**src/rtl/chip2chip_slave_ctrl.sv**
```systemverilog
// -----------------------------------------------------------------------------
// chip2chip_slave_ctrl
//
// Slave-side responder for the Chip2Chip request/notice handshake. The master's
// cross-board control lines are brought into the clk domain through two-flop
// synchronisers. A pending request is shown on led_req until the local user
// presses the button. The controller then raises ack, captures the payload when
// notice arrives, holds ack until the master releases both lines, and finally
// lights led_done for SHOW_CYCLES cycles before re-arming.
//
// Parameters:
//   SHOW_CYCLES  cycles led_done stays lit (must be >= 1)
//   CNT_W        display counter width, 2**CNT_W > SHOW_CYCLES
//
// Ports:
//   clk         system clock
//   rst_n       synchronous active-low reset
//   request     master request line (asynchronous to clk)
//   notice      master data-valid line (asynchronous to clk)
//   data_in     master payload, stable while notice is high
//   btn_ack     one-cycle debounced button pulse
//   ack         acknowledge back to the master
//   led_req     request waiting for the user
//   led_done    display period in progress
//   data_out    last captured payload
//   data_valid  one-cycle pulse when data_out updates
//   state_o     current state encoding for debug LEDs
// -----------------------------------------------------------------------------
module chip2chip_slave_ctrl #(
  parameter int unsigned SHOW_CYCLES = 100_000_000,
  parameter int unsigned CNT_W       = 27
) (
  input  logic       clk,
  input  logic       rst_n,
  input  logic       request,
  input  logic       notice,
  input  logic [7:0] data_in,
  input  logic       btn_ack,
  output logic       ack,
  output logic       led_req,
  output logic       led_done,
  output logic [7:0] data_out,
  output logic       data_valid,
  output logic [2:0] state_o
);

  typedef enum logic [2:0] {
    IDLE     = 3'd0,
    WAIT_BTN = 3'd1,
    SEND_ACK = 3'd2,
    WAIT_REL = 3'd3,
    SHOW     = 3'd4
  } state_t;

  localparam logic [CNT_W-1:0] CNT_LAST = CNT_W'(SHOW_CYCLES - 1);

  state_t           state;
  state_t           state_nxt;
  logic [CNT_W-1:0] cnt;
  logic [CNT_W-1:0] cnt_nxt;
  logic             capture;

  logic             req_meta;
  logic             req_s;
  logic             ntc_meta;
  logic             ntc_s;

  // ---------------------------------------------------------------------------
  // Two-flop synchronisers for the master's control lines. data_in is left
  // unsynchronised: it is only looked at once notice_s is high, and the master
  // keeps it stable for the whole notice phase.
  // ---------------------------------------------------------------------------
  // NOTE: sequential state is written with non-blocking assignments so every
  // flop samples the pre-edge value of its source; with blocking assignments
  // the two synchroniser stages would collapse into one.
  always_ff @(posedge clk) begin
    if (!rst_n) begin
      req_meta <= 1'b0;
      req_s    <= 1'b0;
      ntc_meta <= 1'b0;
      ntc_s    <= 1'b0;
    end else begin
      req_meta <= request;
      req_s    <= req_meta;
      ntc_meta <= notice;
      ntc_s    <= ntc_meta;
    end
  end

  // ---------------------------------------------------------------------------
  // State and display counter registers.
  // ---------------------------------------------------------------------------
  always_ff @(posedge clk) begin
    if (!rst_n) begin
      state <= IDLE;
      cnt   <= '0;
    end else begin
      state <= state_nxt;
      cnt   <= cnt_nxt;
    end
  end

  // ---------------------------------------------------------------------------
  // Next-state logic. The counter defaults to zero so it can only be nonzero
  // while sitting in SHOW, and it is cleared on the exit cycle.
  // ---------------------------------------------------------------------------
  // NOTE: every signal driven here gets a default before the case statement;
  // a path that left one unassigned would infer a latch.
  always_comb begin
    state_nxt = state;
    cnt_nxt   = '0;
    capture   = 1'b0;

    unique case (state)
      IDLE: begin
        if (req_s) state_nxt = WAIT_BTN;
      end

      WAIT_BTN: begin
        // A withdrawal takes priority over a button press in the same cycle.
        if (!req_s)       state_nxt = IDLE;
        else if (btn_ack) state_nxt = SEND_ACK;
      end

      SEND_ACK: begin
        if (ntc_s) begin
          capture   = 1'b1;
          state_nxt = WAIT_REL;
        end else if (!req_s) begin
          state_nxt = IDLE;
        end
      end

      WAIT_REL: begin
        // Four-phase handshake: ack is held until the master has dropped both
        // of its lines.
        if (!ntc_s && !req_s) state_nxt = SHOW;
      end

      SHOW: begin
        if (cnt == CNT_LAST) begin
          state_nxt = IDLE;
        end else begin
          cnt_nxt = cnt + CNT_W'(1);
        end
      end

      default: state_nxt = IDLE;
    endcase
  end

  // ---------------------------------------------------------------------------
  // Registered outputs. These are decoded from the next state, so each output
  // changes on the same edge as the state it belongs to.
  // ---------------------------------------------------------------------------
  always_ff @(posedge clk) begin
    if (!rst_n) begin
      ack        <= 1'b0;
      led_req    <= 1'b0;
      led_done   <= 1'b0;
      data_valid <= 1'b0;
      data_out   <= 8'h00;
    end else begin
      ack        <= (state_nxt == SEND_ACK) || (state_nxt == WAIT_REL);
      led_req    <= (state_nxt == WAIT_BTN);
      led_done   <= (state_nxt == SHOW);
      data_valid <= capture;
      if (capture) data_out <= data_in;
    end
  end

  assign state_o = state;

endmodule

```
**config.mk**
```make
export PLATFORM = sky130hd
export DESIGN_NAME = chip2chip_slave_ctrl
export DESIGN_NICKNAME = d
export VERILOG_FILES = /design/src/rtl/chip2chip_slave_ctrl.sv
export SDC_FILE = /design/constraint.sdc
export NUM_CORES = 1
export LEC_CHECK = 0
export CAP_MARGIN = 5
export CORE_MARGIN = 1
export CORE_UTILIZATION = 66
export CTS_BUF_LIST = sky130_fd_sc_hd__clkbuf_4 sky130_fd_sc_hd__clkbuf_8 sky130_fd_sc_hd__clkbuf_16
export DETAILED_ROUTE_END_ITERATION = 7
export DONT_BUFFER_PORTS = 1
export GPL_ROUTABILITY_DRIVEN = 0
export PLACE_DENSITY = 0.81
export SKIP_CTS_REPAIR_TIMING = 1
export SLEW_MARGIN = 20
export SYNTH_ARGS = -nofsm -noshare
export SYNTH_HDL_FRONTEND = slang
export SYNTH_SLANG_ARGS = --single-unit
```
**constraint.sdc**
```tcl
create_clock -name clk -period 2.7 [get_ports clk]
set_input_delay 0.54 -clock clk [delete_from_list [all_inputs] [get_ports clk]]
set_output_delay 0.54 -clock clk [all_outputs]
set_load 0.005 [all_outputs]
```
Word level (Yosys, flattened, before mapping)
Index checks and enable logic that the tools add are counted.

storage, ports and cells
  flip-flop bits (word level) = 46
  bits in latches = 0
  bits in writable memories = 0
  bits in read-only memories = 0
  input port bits = 13
  memories kept = 0

cells by class
  $add $sub $neg = 1
  multiply operators = 0
  div/mod/pow operators = 0
  order comparisons = 0
  equality and inequality tests = 9
  shift operators = 0
  mux-type cells = 10
  bitwise operators = 2
  reduce and logical (&&, ||, !) cells = 6

operators by type and width
  cell                   count
  $add 27x1->27 const B  1
  $eq 27x27->1 const B   1
  $mux 3                 7
  $pmux 3 s5             1
  $eq 3x2->1 const B     4
  $eq 3x1->1 const B     2
  $eq 3x3->1 const B     2
  $logic_not 3->1        1
  $reduce_or 3->1        1
  $logic_not 1->1        2
  $mux 1                 2
  $not 1->1              2
  $logic_and 1x1->1      1
  $logic_or 1x1->1       1

Logic depth before layout (Yosys ltp)
Gate-level depths: netlist of run 1.

  depth after elaboration = 6
  depth in mapped cells = 7

Worst setup path before layout of run 1
OpenSTA, ideal clock, no wires.

  path type = reg2reg
  start = register cnt[6]
  end = register cnt[26]
  library setup time = 116 ps
  arrival = 1721 ps
  data required time = 2584 ps
  slack = 864 ps
  stages on the path, launching flop included = 6
  buffers on the path = 0
  period minus slack after synthesis = 1836 ps
  path through = dfxtp_1 nand3_2 or4_4 or4_1 xor2_1 nor2_2

between the ends
  cells in the longest elaborated chain, start to end = 2
  elaborated cells between the ends (all ways) = 3
  classes of those cells = add/sub: 1; eq/ne: 1; reduce/logical: 1

ends and longest elaborated chain
  element                                                                RTL line  source
  start: declaration                                                     59        logic [CNT_W-1:0] cnt;
  start signal: assignment                                               99        cnt <= cnt_nxt;
  parallel branches: the longest is 2 deep, another holds $add 27x1->27  n/a

Several ways; the timed one is not identified.
A chain may end at the register's enable or synchronous reset.

Worst setup path after layout of run 1
  start = register cnt[0]
  end = register cnt[16]

Same word-level chain as after synthesis.

==> results of run 1 <==
[report_power, final]
group / internal (W) / switching [W]
logic: 0.00000431 / 0.00000214
registers: 0.000682 / 0.00000221
clock network: 0.000197 / 0.000224
[stage by stage]
step	cell area, sq um	hold WS (ps)	total power [W]	worst slack [ps]	util [%]
6_report	2030	281	0.00111	653	73.8
5_1_grt	2030	270	0.00114	481	73.8
4_1_cts	2030	274	0.00112	652	73.8
3_5_place_dp	1950	418	0.000705	685	70.8
3_3_place_gp	1950	419	0.000705	751	70.8
2_1_floorplan	1930	412	0.000706	864	-
[Yosys cell counts (2+ instances only)]
cell type	count	area, sq um
a21oi_1	5	25.0
a31oi_1	2	12.5
and2_1	7	43.8
and4_1	3	26.3
buf_2	2	10.0
clkbuf_1	4	15.0
dfxtp_1	46	921
inv_1	2	7.51
mux2i_1	8	80.1
nand2_1	14	52.6
nand2b_1	2	12.5
nand3_1	12	60.1
nand4_1	5	31.3
nor2_1	27	101
nor2_2	2	12.5
nor2b_1	8	50.1
nor3_1	8	40.0
nor4_1	8	50.1
o41ai_1	2	17.5
or3_1	2	12.5
or4_1	2	15.0
xnor2_1	16	140
xor2_1	6	52.6
[logic make-up (layout without fill, tap and decap cells)]
family	Yosys count	count (layout)
simple gates	109	109
flops	46	46
xor+xnor	22	22
compound gates	13	13
buf+inv	10	13
mux	8	8
fa+ha+maj	1	1
[registers in the layout, indices dropped and copies added (netlist names)]
register and flops:
ack 1, led_req 1, ntc_s 1, ntc_meta 1, data_valid 1, data_out 8, req_meta 1, req_s 1
state_o 3, cnt 27, led_done 1
[metal layers]
layer / vias to the layer above / GRT usage (%) / part of all wire [%]
li1: 732 / - / -
met1: 674 / 27.3 / 42
met2: 57 / 40.1 / 48
met3: 12 / 5.35 / 5.7
met4: 0 / 16.7 / 3.4
met5: - / 0 / 0
[how the worst max path moves through the flow]
stage,startpoint,end,slack (ps),depth (start not counted)
2_1_floorplan,cnt[6],cnt[26],860,5
3_3_place_gp,cnt[6],cnt[26],750,5
3_5_place_dp,cnt[0],cnt[16],680,6
4_1_cts,cnt[0],cnt[16],650,6
5_1_grt,cnt[0],cnt[16],480,6
6_report,cnt[0],cnt[16],650,6
[layout make-up]
| class | count | area [sq um] |
|---|---|---|
| fillers | 225 | 723 |
| flip-flops and latches | 46 | 921 |
| clock inverters | 3 | 43.8 |
| multi-input cells | 153 | 963 |
| well taps | 31 | 38.8 |
| inverters | 2 | 7.51 |
| repair buffers | 3 | 22.5 |
| clock buffers | 5 | 37.5 |
==> flow_metrics.py, run 1 <==
metrics = {
    "outcome": {
        "status": "complete, no violations",
    },
    "cts": {
        "cts_tree": "done",
        "cts_buffer_depth": 2,
        "clockRootBuffer": "clkbuf_4",
        "clk_latency_ps": 370,
        "clock-sinks": 46,
        "cts-buffers-inserted": 5,
        "clkTransAtPathRegs_ps": 130,
        "htree_levels": 2,
    },
    "floorplanning": {
        "io-pin-count": 28,
        "rows": 19,
        "start_util_pct": 70.1,
        "chipHeight_um": 56.1,
        "die_area_sq_um": 3150,
        "core_area_sq_um": 2760,
        "die_w_um": 56.1,
    },
    "hold_path": {
        "worst_hold_path.endpoint": "ntc_meta",
        "min_from": "rst_n",
        "hold-path-cell-count": 1,
        "min_path_type": "input port to flop",
    },
    "timing": {
        "hold_viol": 0,
        "rsz0062_at_grt": "no",
        "layout_worst_path_cycle_share_pct": 75.8,
        "fin_crit_ps": 2050,
        "tightest_slew_ps": 397,
        "slew_headroom_pct": 73.5,
        "fin_skew_ps": 5.62,
        "setup_viol": 0,
        "fin_setup_tns_ps": 0,
        "max_freq_mhz": 489,
        "slew_viol_final": 0,
    },
    "route": {
        "ant_nets": 0,
        "first_pass_iters": 4,
        "drc": 0,
        "wl_mm": 3.55,
        "drt_iter0_drc": 58,
        "viasPerCell": 6.07,
        "wl_per_cell_um": 14.6,
        "vias": 1475,
    },
    "final_layout": {
        "n_antenna_cell": 0,
        "mostFrequentLayoutCell": "dfxtp_1",
        "instances_no_fill": 243,
        "syn_to_final_growth_pct": 5.31,
        "final_nets": 225,
        "drive_gt1_share_pct": 8.49,
        "final_cell_mix": "46 x dfxtp_1, 27 x nor2_1, 16 x xnor2_1",
    },
    "setup_path": {
        "start_kind": "flop",
        "end_kind": "flop",
        "worstRegToRegCells": 6,
        "slowest_stage": "or4_1",
        "timing.critical_path.buf_inv": 0,
        "crit_fanout": 4,
        "crit_required_ps": 3000,
        "critPathKind": "flop to flop",
        "crit_chain": "ha_1 > nand2_1 > nor3_1 > nand3_1 > or4_1 > a21oi_1",
        "r2r-end": "cnt[16]",
        "timing.rr.start": "cnt[0]",
        "critical_path.top_delay_family": "simple AND/OR/NAND/NOR gates",
        "max_stage_delay_ps": 540,
        "worstPathArrival_ps": 2350,
        "r2r_slack_ps": 650,
    },
    "synthesis": {
        "synth_top_family_by_area": "simple AND/OR/NAND/NOR gates",
        "synth.area.mux_share_pct": 4.15,
        "netlist_area_sq_um": 1930,
        "async_reset_ff_share_pct": 0,
        "ys.flop_type": "dfxtp_1",
        "syn_inst": 209,
        "synthXorXnorAreaFrac_pct": 9.97,
        "synth_seq_area_share_pct": 47.7,
        "syn_nets": 223,
        "synth_edf_count": 0,
        "yosysUniqueCellTypes": 39,
        "synth_seq_cells": 46,
        "synth-compound-area-share_pct": 4.60,
        "ys_warn_count": 0,
        "syn_avg_cell_area_sq_um": 9.24,
        "synth_fa_ha_area_share_pct": 0.648,
        "yosys.area_share.simple_pct": 30.5,
    },
    "global_routing": {
        "grt_pass1_wl_mm": 5.87,
        "grt_use_total_pct": 24.1,
        "antenna_found_initial": 0,
        "grt_pass1_vias": 1370,
        "grt_overflow": 0,
        "grt_max_degree": 18,
    },
    "power": {
        "ir_worst_vdd_uv": 620,
        "powerDensity_nw_per_um2": 546,
        "p_leak_nw": 0.587,
    },
    "place": {
        "hpwl_mm": 2.56,
        "place_inst": 235,
        "port_buffers": 0,
    },
    "run": {
        "drv_cap": 0,
    },
}
(Power assumes the default switching activity.)
==> inputs of run 2 (changes only) <==
--- a/config.mk
+++ b/config.mk
@@ -7,12 +7,12 @@
 export LEC_CHECK = 0
 export CAP_MARGIN = 5
 export CORE_MARGIN = 1
-export CORE_UTILIZATION = 66
+export CORE_UTILIZATION = 61
 export CTS_BUF_LIST = sky130_fd_sc_hd__clkbuf_4 sky130_fd_sc_hd__clkbuf_8 sky130_fd_sc_hd__clkbuf_16
 export DETAILED_ROUTE_END_ITERATION = 7
 export DONT_BUFFER_PORTS = 1
 export GPL_ROUTABILITY_DRIVEN = 0
-export PLACE_DENSITY = 0.81
+export PLACE_DENSITY = 0.76
 export SKIP_CTS_REPAIR_TIMING = 1
 export SLEW_MARGIN = 20
 export SYNTH_ARGS = -nofsm -noshare
==> constraint.sdc (replaced) <==
create_clock -name clk -period 2 [get_ports clk]
set_input_delay 0.4 -clock clk [delete_from_list [all_inputs] [get_ports clk]]
set_output_delay 0.4 -clock clk [all_outputs]
set_load 0.005 [all_outputs]
==> run 2 against run 1 <==
Against the previous run: the run now ends with negative setup slack left; first-iteration DRC count rose by 17%; register-to-register slack got worse by 710 ps; power rose by 27%; critical endpoint is now cnt[24]; largest power group unchanged.
==> flow_metrics.py, run 2 (synthesis results as in run 1) <==
metrics = {
    "place": {
        "port_buffers": 0,
        "hpwl_mm": 2.80,
    },
    "route": {
        "viasPerCell": 5.74,
        "ant_nets": 0,
        "first_pass_iters": 4,
        "vias": 1505,
        "wl_mm": 3.82,
        "drt_iter0_drc": 68,
        "wl_per_cell_um": 14.6,
        "drc": 0,
    },
    "final_layout": {
        "largest_reg_flops": 27,
        "final_nets": 231,
        "regMostFlops": "cnt",
        "fin_util_pct": 69.9,
        "final_cell_mix": "46 x dfxtp_1, 27 x nor2_1, 16 x xnor2_1",
        "syn_to_final_growth_pct": 9.52,
        "drive_gt1_share_pct": 13.3,
        "mostFrequentLayoutCell": "dfxtp_1",
        "n_antenna_cell": 0,
    },
    "floorplanning": {
        "start_util_pct": 63.8,
        "die_w_um": 58.3,
        "chipHeight_um": 58.3,
        "io-pin-count": 28,
        "core_area_sq_um": 3030,
        "die_area_sq_um": 3400,
        "rows": 20,
    },
    "cts": {
        "clkTransAtPathRegs_ps": 140,
        "cts_tree": "done",
        "cts-buffers-inserted": 5,
        "clock-sinks": 46,
        "clockRootBuffer": "clkbuf_4",
        "cts_buffer_depth": 2,
        "clk_latency_ps": 370,
        "htree_levels": 2,
    },
    "global_routing": {
        "grt_use_total_pct": 24.6,
        "grt_overflow": 0,
        "grt_max_degree": 18,
        "grt_pass1_wl_mm": 6.22,
        "grt_pass1_vias": 1421,
        "antenna_found_initial": 0,
    },
    "timing": {
        "tightest_slew_ps": 470,
        "holdWs_ps": 139,
        "hold_viol": 0,
        "max_freq_mhz": 486,
        "slew_headroom_pct": 68.6,
        "slew_viol_final": 0,
        "fin_skew_ps": 7.79,
        "setup_viol": 1,
        "layout_worst_path_cycle_share_pct": 103,
        "layout_setup_ws_ps": -59.0,
        "fin_crit_ps": 2060,
    },
    "setup_path": {
        "end_kind": "flop",
        "worstPathArrival_ps": 2340,
        "worstRegToRegCells": 6,
        "max_stage_delay_ps": 460,
        "crit_required_ps": 2280,
        "crit_fanout": 11,
        "critical_path.top_delay_family": "simple AND/OR/NAND/NOR gates",
        "timing.critical_path.buf_inv": 1,
        "cp.depth": 6,
        "critPathKind": "flop to flop",
        "start_kind": "flop",
        "slowest_stage": "dfxtp_1",
        "crit_chain": "nand4_1 > or4_4 > buf_4 > nor4_1 > xnor2_1 > nor2_2",
    },
    "power": {
        "combPwrFrac_pct": 0.7,
        "power_switching_w": 0.000313,
        "swShare_pct": 22.1,
        "ir_worst_vdd_uv": 577,
        "powerDensity_nw_per_um2": 669,
        "seqPwrFrac_pct": 65.3,
        "p_int_w": 0.00110,
        "clockPowerShare_pct": 34.1,
        "p_leak_nw": 0.610,
    },
    "run": {
        "drv_cap": 0,
    },
    "hold_path": {
        "min_path_type": "input port to flop",
        "hold-path-cell-count": 1,
    },
    "outcome": {
        "violations": "negative setup slack",
        "status": "finished with violations",
    },
}
-- run 2: final cells by class --
type	instances	area [sq um]
clock inverters	2	16.3
repair buffers	9	71.3
well taps	44	55.1
inverters	2	7.51
flip-flops and latches	46	921
multi-input cells	153	993
clock buffers	6	51.3
fillers	235	912
-- run 2: power groups by stage --
| stage | logic [W] | clock network [W] | registers [W] |
|---|---|---|---|
| floorplan | 0.00000965 | 0 | 0.000943 |
| global placement | 0.00000852 | 0 | 0.000943 |
| detailed placement | 0.00000921 | 0 | 0.000944 |
| CTS | 0.00000922 | 0.000492 | 0.000924 |
| global route | 0.00000983 | 0.000534 | 0.000925 |
| finish | 0.00000924 | 0.000482 | 0.000924 |
-- run 2: metal layers --
metal | track usage [%] | part of all wire [%] | wire (um)
met1 | 27.3 | 42 | 1610
met2 | 42.5 | 50 | 1920
met3 | 8.93 | 4.7 | 178
met4 | 10.2 | 3.0 | 116
met5 | 0 | 0 | 0
-- run 2: path summary, 6_finish.rpt --
path / startpoint / end / slack [ps]
worst max-delay path: cnt[9] / cnt[24] / -60
worst min-delay path: rst_n / req_meta / 140
worst max register to register: cnt[9] / cnt[24] / -60
worst min register to register: req_meta / req_s / 460
-- run 2: metrics by stage --
step	std cells	area (sq um)	worst slack, ps	setup TNS [ps]	total power (W)
global route	262	2120	-159	-159	0.00147
floorplan	209	1930	164	0	0.000953
global placement	254	2010	141	0	0.000952
finish	262	2120	-59.0	-59.0	0.00142
CTS	262	2080	38.9	0	0.00142
detailed placement	254	2010	66.5	0	0.000953
